--- src/rtl/matrix_scan_sched.sv ---
// matrix_scan_sched: HUB75-style LED matrix scan scheduler.
// Generates column reads, shift clock, row latch and BCM-weighted OE timing.
//
// Ports:
//   clk_in       single rising-edge clock
//   rstb         synchronous active-low reset
//   enable       run the scan while high
//   column_addr  framebuffer column read address
//   rd_en        framebuffer read strobe (data valid one cycle later)
//   bitplane     current BCM plane (selects the pixel data bit)
//   row_addr     panel row address
//   clk_pixel    panel shift clock
//   row_latch    panel latch strobe
//   oe_n         panel output enable, active-low
//   frame_done   one-cycle pulse on the last DISPLAY cycle of a frame
//   dim          (SCAN_DIM_EN only) brightness right-shift, taken on DISPLAY entry
//
// Optional feature macro: SCAN_DIM_EN adds the dim[1:0] input.
// OE_BASE_TICKS must be at least 8 so the dimmed display length is never 0.

module matrix_scan_sched #(
    parameter int PIXEL_WIDTH      = 64,
    parameter int PIXEL_HALFHEIGHT = 16,
    parameter int BRIGHTNESS_BITS  = 4,
    parameter int OE_BASE_TICKS    = 16
) (
    input  logic                               clk_in,
    input  logic                               rstb,
    input  logic                               enable,
    output logic [$clog2(PIXEL_WIDTH)-1:0]     column_addr,
    output logic                               rd_en,
    output logic [$clog2(BRIGHTNESS_BITS)-1:0] bitplane,
    output logic [3:0]                         row_addr,
    output logic                               clk_pixel,
    output logic                               row_latch,
    output logic                               oe_n,
    output logic                               frame_done
`ifdef SCAN_DIM_EN
    ,
    input  logic [1:0]                         dim
`endif
);

    localparam int COLW = $clog2(PIXEL_WIDTH);
    localparam int BPW  = $clog2(BRIGHTNESS_BITS);
    // Sized to hold the longest (last-plane) display period.
    localparam int CW   = $clog2((OE_BASE_TICKS << (BRIGHTNESS_BITS - 1)) + 1);

    typedef enum logic [2:0] {
        IDLE,
        SHIFT,
        BLANK,
        LATCH,
        DISPLAY
    } state_t;

    state_t          state, state_d;
    logic [COLW-1:0] col, col_d;
    logic            phase, phase_d;
    logic [BPW-1:0]  bp, bp_d;
    logic [3:0]      scan_row, scan_row_d;
    logic [3:0]      row_q, row_q_d;
    logic [CW-1:0]   cnt, cnt_d;
    logic [CW-1:0]   disp_len;
    logic [1:0]      dim_v;
    logic            last_plane;
    logic            last_row;

    always_ff @(posedge clk_in) begin
        if (!rstb) begin
            state    <= IDLE;
            col      <= '0;
            phase    <= 1'b0;
            bp       <= '0;
            scan_row <= '0;
            row_q    <= '0;
            cnt      <= '0;
        end else begin
            state    <= state_d;
            col      <= col_d;
            phase    <= phase_d;
            bp       <= bp_d;
            scan_row <= scan_row_d;
            row_q    <= row_q_d;
            cnt      <= cnt_d;
        end
    end

    always_comb begin
        state_d    = state;
        col_d      = col;
        phase_d    = phase;
        bp_d       = bp;
        scan_row_d = scan_row;
        row_q_d    = row_q;
        cnt_d      = cnt;
        rd_en      = 1'b0;
        clk_pixel  = 1'b0;
        row_latch  = 1'b0;
        oe_n       = 1'b1;
        frame_done = 1'b0;

`ifdef SCAN_DIM_EN
        dim_v = dim;
`else
        dim_v = 2'd0;
`endif
        // dim is only consumed in LATCH, i.e. on the edge entering DISPLAY.
        disp_len   = (CW'(OE_BASE_TICKS) << bp) >> dim_v;
        last_plane = (bp == BPW'(BRIGHTNESS_BITS - 1));
        last_row   = (scan_row == 4'(PIXEL_HALFHEIGHT - 1));

        unique case (state)
            IDLE: begin
                if (enable) begin
                    state_d = SHIFT;
                    col_d   = '0;
                    phase_d = 1'b0;
                end
            end
            SHIFT: begin
                if (!phase) begin
                    rd_en   = 1'b1;
                    phase_d = 1'b1;
                end else begin
                    clk_pixel = 1'b1;
                    phase_d   = 1'b0;
                    if (col == COLW'(PIXEL_WIDTH - 1)) begin
                        col_d   = '0;
                        row_q_d = scan_row;
                        state_d = BLANK;
                    end else begin
                        col_d = col + 1'b1;
                    end
                end
            end
            BLANK: begin
                state_d = LATCH;
            end
            LATCH: begin
                row_latch = 1'b1;
                cnt_d     = disp_len - 1'b1;
                state_d   = DISPLAY;
            end
            DISPLAY: begin
                oe_n = 1'b0;
                if (cnt == '0) begin
                    bp_d = last_plane ? '0 : bp + 1'b1;
                    if (last_plane) begin
                        scan_row_d = last_row ? 4'd0 : scan_row + 4'd1;
                    end
                    frame_done = last_plane && last_row;
                    state_d    = enable ? SHIFT : IDLE;
                end else begin
                    cnt_d = cnt - 1'b1;
                end
            end
            default: begin
                state_d = IDLE;
            end
        endcase
    end

    assign column_addr = col;
    assign bitplane    = bp;
    assign row_addr    = row_q;

endmodule

--- config.mk ---
export PLATFORM = sky130hd
export DESIGN_NAME = matrix_scan_sched
export DESIGN_NICKNAME = d
export VERILOG_FILES = /design/src/rtl/matrix_scan_sched.sv
export SDC_FILE = /design/constraint.sdc
export NUM_CORES = 1
export LEC_CHECK = 0
export CORE_MARGIN = 4
export CORE_UTILIZATION = 30
export CTS_CLUSTER_DIAMETER = 40
export DETAILED_ROUTE_END_ITERATION = 16
export GPL_TIMING_DRIVEN = 0
export PLACE_DENSITY_LB_ADDON = 0.1
export SLEW_MARGIN = 30
export SYNTH_ARGS = -nofsm -noshare
export SYNTH_HDL_FRONTEND = slang
export SYNTH_SLANG_ARGS = --single-unit
--- constraint.sdc ---
create_clock -name clk_in -period 3.05 [get_ports clk_in]
set_input_delay 0.61 -clock clk_in [delete_from_list [all_inputs] [get_ports clk_in]]
set_output_delay 0.61 -clock clk_in [all_outputs]
set_load 0.05 [all_outputs]
[Yosys cells after proc, flatten, opt, wreduce, memory -nomap -nowiden]
Cells that the tools add are included.
Cells by class
  muxes and demuxes: 24
  shift operators: 1
  reduce and logical (&&, ||, !) cells: 12
  equality and inequality tests: 12
  add/subtract/negate cells: 5
Operator list (count)
  two-way mux 6 bit: 3
  case mux 8 bit (2 select lines): 1
  subtractor 8 x 1 -> 8 bit, second input constant: 2
  case mux 3 bit (5 select lines): 1
  two-way mux 3 bit: 4
  case mux 6 bit (2 select lines): 1
  two-way mux 1 bit: 10
  inequality test 2 bit, second input constant: 5
  AND reduction 3 bit: 3
  zero test 8 bit: 1
  two-way mux 8 bit: 1
  left shift 5 x 2 -> 8 bit, first input constant: 1
  adder 6 x 1 -> 6 bit, second input constant: 1
  equality test 3 x 2 -> 1 bit, second input constant: 2
  equality test 6 bit, second input constant: 1
  AND reduction 2 bit: 3
  adder 4 x 1 -> 4 bit, second input constant: 1
  equality test 4 bit, second input constant: 1
  two-way mux 4 bit: 1
  AND reduction 4 bit: 1
  nonzero test 2 bit: 2
  equality test 3 x 1 -> 1 bit, second input constant: 1
  equality test 3 bit, second input constant: 1
  zero test 3 bit: 1
  5 further kinds: 5
Storage, ports and cells
  input port bits: 3
  flip-flop bits (word level): 28
  logic and storage cells: 61

[Depth between registers and ports, before layout]
  depth after elaboration: 4
  depth in mapped cells: 9
  mapped depth without buffers: 7

[Worst setup path before layout]
Ideal clock, no wire load.
  path kind: register -> output
  start point: reg cnt[2]
  end point: out frame_done
  data required time: 2.440 ns
  arrival time: 2.435 ns
  stages on the path, launching flop included: 5
  slack: 0.005 ns
  path through: dfxtp_1 -> or4_1 -> buf_2 -> or3_1 -> nor3_1
On the way
  longest elaborated chain between the ends: 3
Ends and longest elaborated chain
  from (decl): RTL line 63  | logic [CW-1:0] cnt, cnt_d;
  from (signal assigned): RTL line 85  | cnt <= cnt_d;
  zero test 8 bit: RTL line 147  | if (cnt == '0) begin
  two-way mux 1 bit: RTL line 147
  two-way mux 1 bit: RTL line 113  | unique case (state)
  to (decl): RTL line 37  | output logic frame_done
Every way passes these cells.

[Worst setup path after layout]
Ends and elaborated chain as after synthesis.

==> key figures <==
Outcome
  – Status: finished clean

GRT
  – Vias in the first global route: 1373
  – Initial antenna violation count: 0
  – Grt ovf: 0
  – Largest net degree at the start of global routing: 17
  – Tot GR Track Use: 12.9%
  – First-pass GRT wire length: 6550 um

Route
  – Initial DRT Pass Iterations: 4
  – DR DRC count: 0
  – Routed wire length: 3810 um
  – Routed WL per cell: 14.0 um
  – Vias/cell: 5.23
  – Via count of the routed design: 1427
  – Initial DRC Count: 90
  – ANT nets after route: 0

Setup path
  – Depth of the most critical reg-to-reg path: 5
  – Crit-path max FO: 10
  – Worst R2R Setup Slack: 700 ps
  – Worst Setup Start Kind: register
  – Worst Path Required: 2440 ps
  – Crit path kind: reg -> out
  – Crit path DAT: 2330 ps
  – CP Capture Type: output pin

Pwr
  – Pwr per Cell Area: 398 nW/um^2
  – VDD IR-drop max: 0.148 mV
  – Static leakage: 0.724 nW
  – Net switching power: 0.175 mW
  – Clock Power Share: 39.9%
  – Seq pwr share: 50.6%
  – Combinational share of power: 9.5%
  – Net Sw Frac: 23.4%
  – P_int: 0.574 mW
  – Power Total: 0.749 mW

Timing
  – Period Utilization, post-route: 96.2%
  – Worst clock skew: 2.07 ps
  – Final setup viols: 0
  – Slew @ Worst Pin: 841 ps
  – Tmin final: 2940 ps
  – Final Hold Viols: 0
  – F_max: 341 MHz
  – Pins Over Slew Limit: 0
  – Worst rel slew slack: 43.5%

Synthesis
  – Avg Cell Area, Syn: 8.36 sq um
  – Number of flops mapped to enable cells by yosys: 0
  – XOR/XNOR Fraction of Synth Area: 5.13%
  – Post-synthesis compound-gate area fraction: 17.5%
  – Post-synth top area cell: dfxtp_1
  – Post-synthesis mux area share: 3.99%
  – Synth Register Bits: 28
  – Yosys cell types: 45
  – Adder-cell share of the synthesized area: 5.70%
  – Netlist Area Pre-Place: 1540 sq um
  – Post-synthesis cell count: 184
  – Ranking of synthesized cells by area: dfxtp_1, ha_1, nor2_1, a21oi_1, xor2_1
  – Ys async rst share: 0%
  – Syn nets: 194
  – Synth warn: 0
  – Synth Area in Simple Gates: 27.3%
  – Top_reg_cell synth: dfxtp_1
  – Sequential fraction of the synthesis area: 36.5%
  – Main combinational cell family by area after synthesis: simple AND/OR/NAND/NOR gates
  – Yosys top cell area share: 36.5%

Die
  – Ports: 20
  – Row count: 25
  – Core ar.: 4850 sq um
  – Die outline width: 79.6 um
  – Initial core utilization: 31.7%
  – Die span in y: 79.6 um
  – Die area: 6340 sq um

Final layout
  – Layout cells sized above 1: 9.71%
  – Area occupied by multi-input gates: 923 sq um
  – Fill cells: 500
  – N_diodes: 0
  – Finished Layout Cells: 273
  – Layout Nets: 217
  – Area growth from synthesis to layout: 22.5%
  – Seq. cell area: 561 sq um

CTS
  – Inserted Clock Buffers: 3
  – CTS tree: yes
  – Setup repair bufs after CTS: 0
  – Max Buffers Root-to-Sink: 2
  – CTS Sinks: 28
  – H-Tree Depth: 1
  – Post-CTS Hold Buffers: 0
  – Clock Latency Late Sink: 280 ps
  – Clock slew at reported path FFs: 100 ps
  – CTS root buf: clkbuf_8

Worst hold path
  – Hold crit path type: reg -> reg
  – Hold path cells: 2

Placement
  – HPWL after DPL: 2750 um
  – RePlAce Congestion: 0.819
  – Port bufs: 18
  – DP Cell Count: 269

Run
  – Max-cap violation count: 0
-- timing repair --
action / CTS / global route
endpoints found under the hold margin: 0 / 0
resized for setup: 4 / 1
gates cloned: 0 / 0
endpoints found under the setup margin: 1 / 1
-- power groups by stage --
| stage | logic, mW | registers, mW | clock network (mW) |
|---|---|---|---|
| 4_1_cts | 0.0707 | 0.379 | 0.312 |
| 3_3_place_gp | 0.0697 | 0.387 | 0 |
| 5_1_grt | 0.0781 | 0.381 | 0.323 |
| 3_5_place_dp | 0.0704 | 0.387 | 0 |
| 2_1_floorplan | 0.0476 | 0.390 | 0 |
| 6_report | 0.0715 | 0.379 | 0.299 |
-- per-stage QoR --
stage	area (sq um)	util, %	TNS [ps]	hold WS [ps]	setup slack (ps)
floorplan	1540	-	0	430	4.86
global placement	1800	37.2	-28.5	449	-28.5
detailed placement	1800	37.2	0	468	11.8
CTS	1870	38.7	0	483	89.4
global route	1880	38.8	-13.3	512	-13.3
finish	1880	38.8	0	490	115
-- cell usage in the layout (no fill, tap or decap), types with 4 or more instances in the layout --
cell type	instances
nand3_1	7
nor2_1	19
inv_1	5
nor3_1	10
a21oi_1	13
mux2i_1	5
clkdlybuf4s50_1	16
or3_1	4
ha_1	7
xor2_1	6
o21ai_0	10
clkbuf_1	4
nand2_1	10
dfxtp_1	28
or4_1	4
-- critical path, stage by stage, from the launching register on --
cell,delay [ps]
dfxtp_1,380
or4_1,520
buf_2,200
or3_1,360
nor3_1,180
clkdlybuf4s15_2,400
-- layout make-up --
type	instances	share of cell area (%)
plain buffers	7	1.59
clock buffers	3	2.19
clock inverters	1	1.59
inverters	8	1.59
multi-input cells	141	49.0
flip-flops and latches	28	29.8
well taps	67	4.45
repair buffers	18	9.77
-- kinds of logic after synthesis --
logic type | after synthesis
compound gates | 43
xor+xnor | 9
fa+ha+maj | 7
buf+inv | 15
flops | 28
mux | 6
simple gates | 76
-- cells in the mapped netlist (4+ instances only) --
library cell  count
nand2_1          10
clkbuf_1          4
or4_1             4
mux2i_1           5
o21ai_0          10
dfxtp_1          28
xor2_1            6
nand3_1           7
ha_1              7
nor2_1           19
inv_1             5
nor3_1           10
or3_1             4
a21oi_1          13
-- flip-flops by register name (all words and copies together) (netlist names) --
| name | cells |
|---|---|
| bitplane | 2 |
| cnt | 8 |
| column_addr | 6 |
| phase | 1 |
| row_addr | 4 |
| scan_row | 4 |
| state | 3 |
-- worst paths after layout --
kind | end | startpoint
worst min register to register | cnt[5]$_SDFFE_PN0P_ | cnt[5]$_SDFFE_PN0P_
worst max register to register | scan_row[3]$_SDFFE_PN0P_ | bitplane[0]$_SDFFE_PN0P_
worst min-delay path | cnt[5]$_SDFFE_PN0P_ | cnt[5]$_SDFFE_PN0P_
worst max-delay path | frame_done | cnt[2]$_SDFFE_PN0P_
-- layer usage --
metal  GRT usage, %  routed length [um]  share of wire [%]
met5              0                   0                  0
met4           5.15                  40                1.1
met3           2.48                 109                2.9
met2           19.8                1780                 47
met1           17.6                1880                 49
No activity file was read; power rests on OpenSTA's default activity.
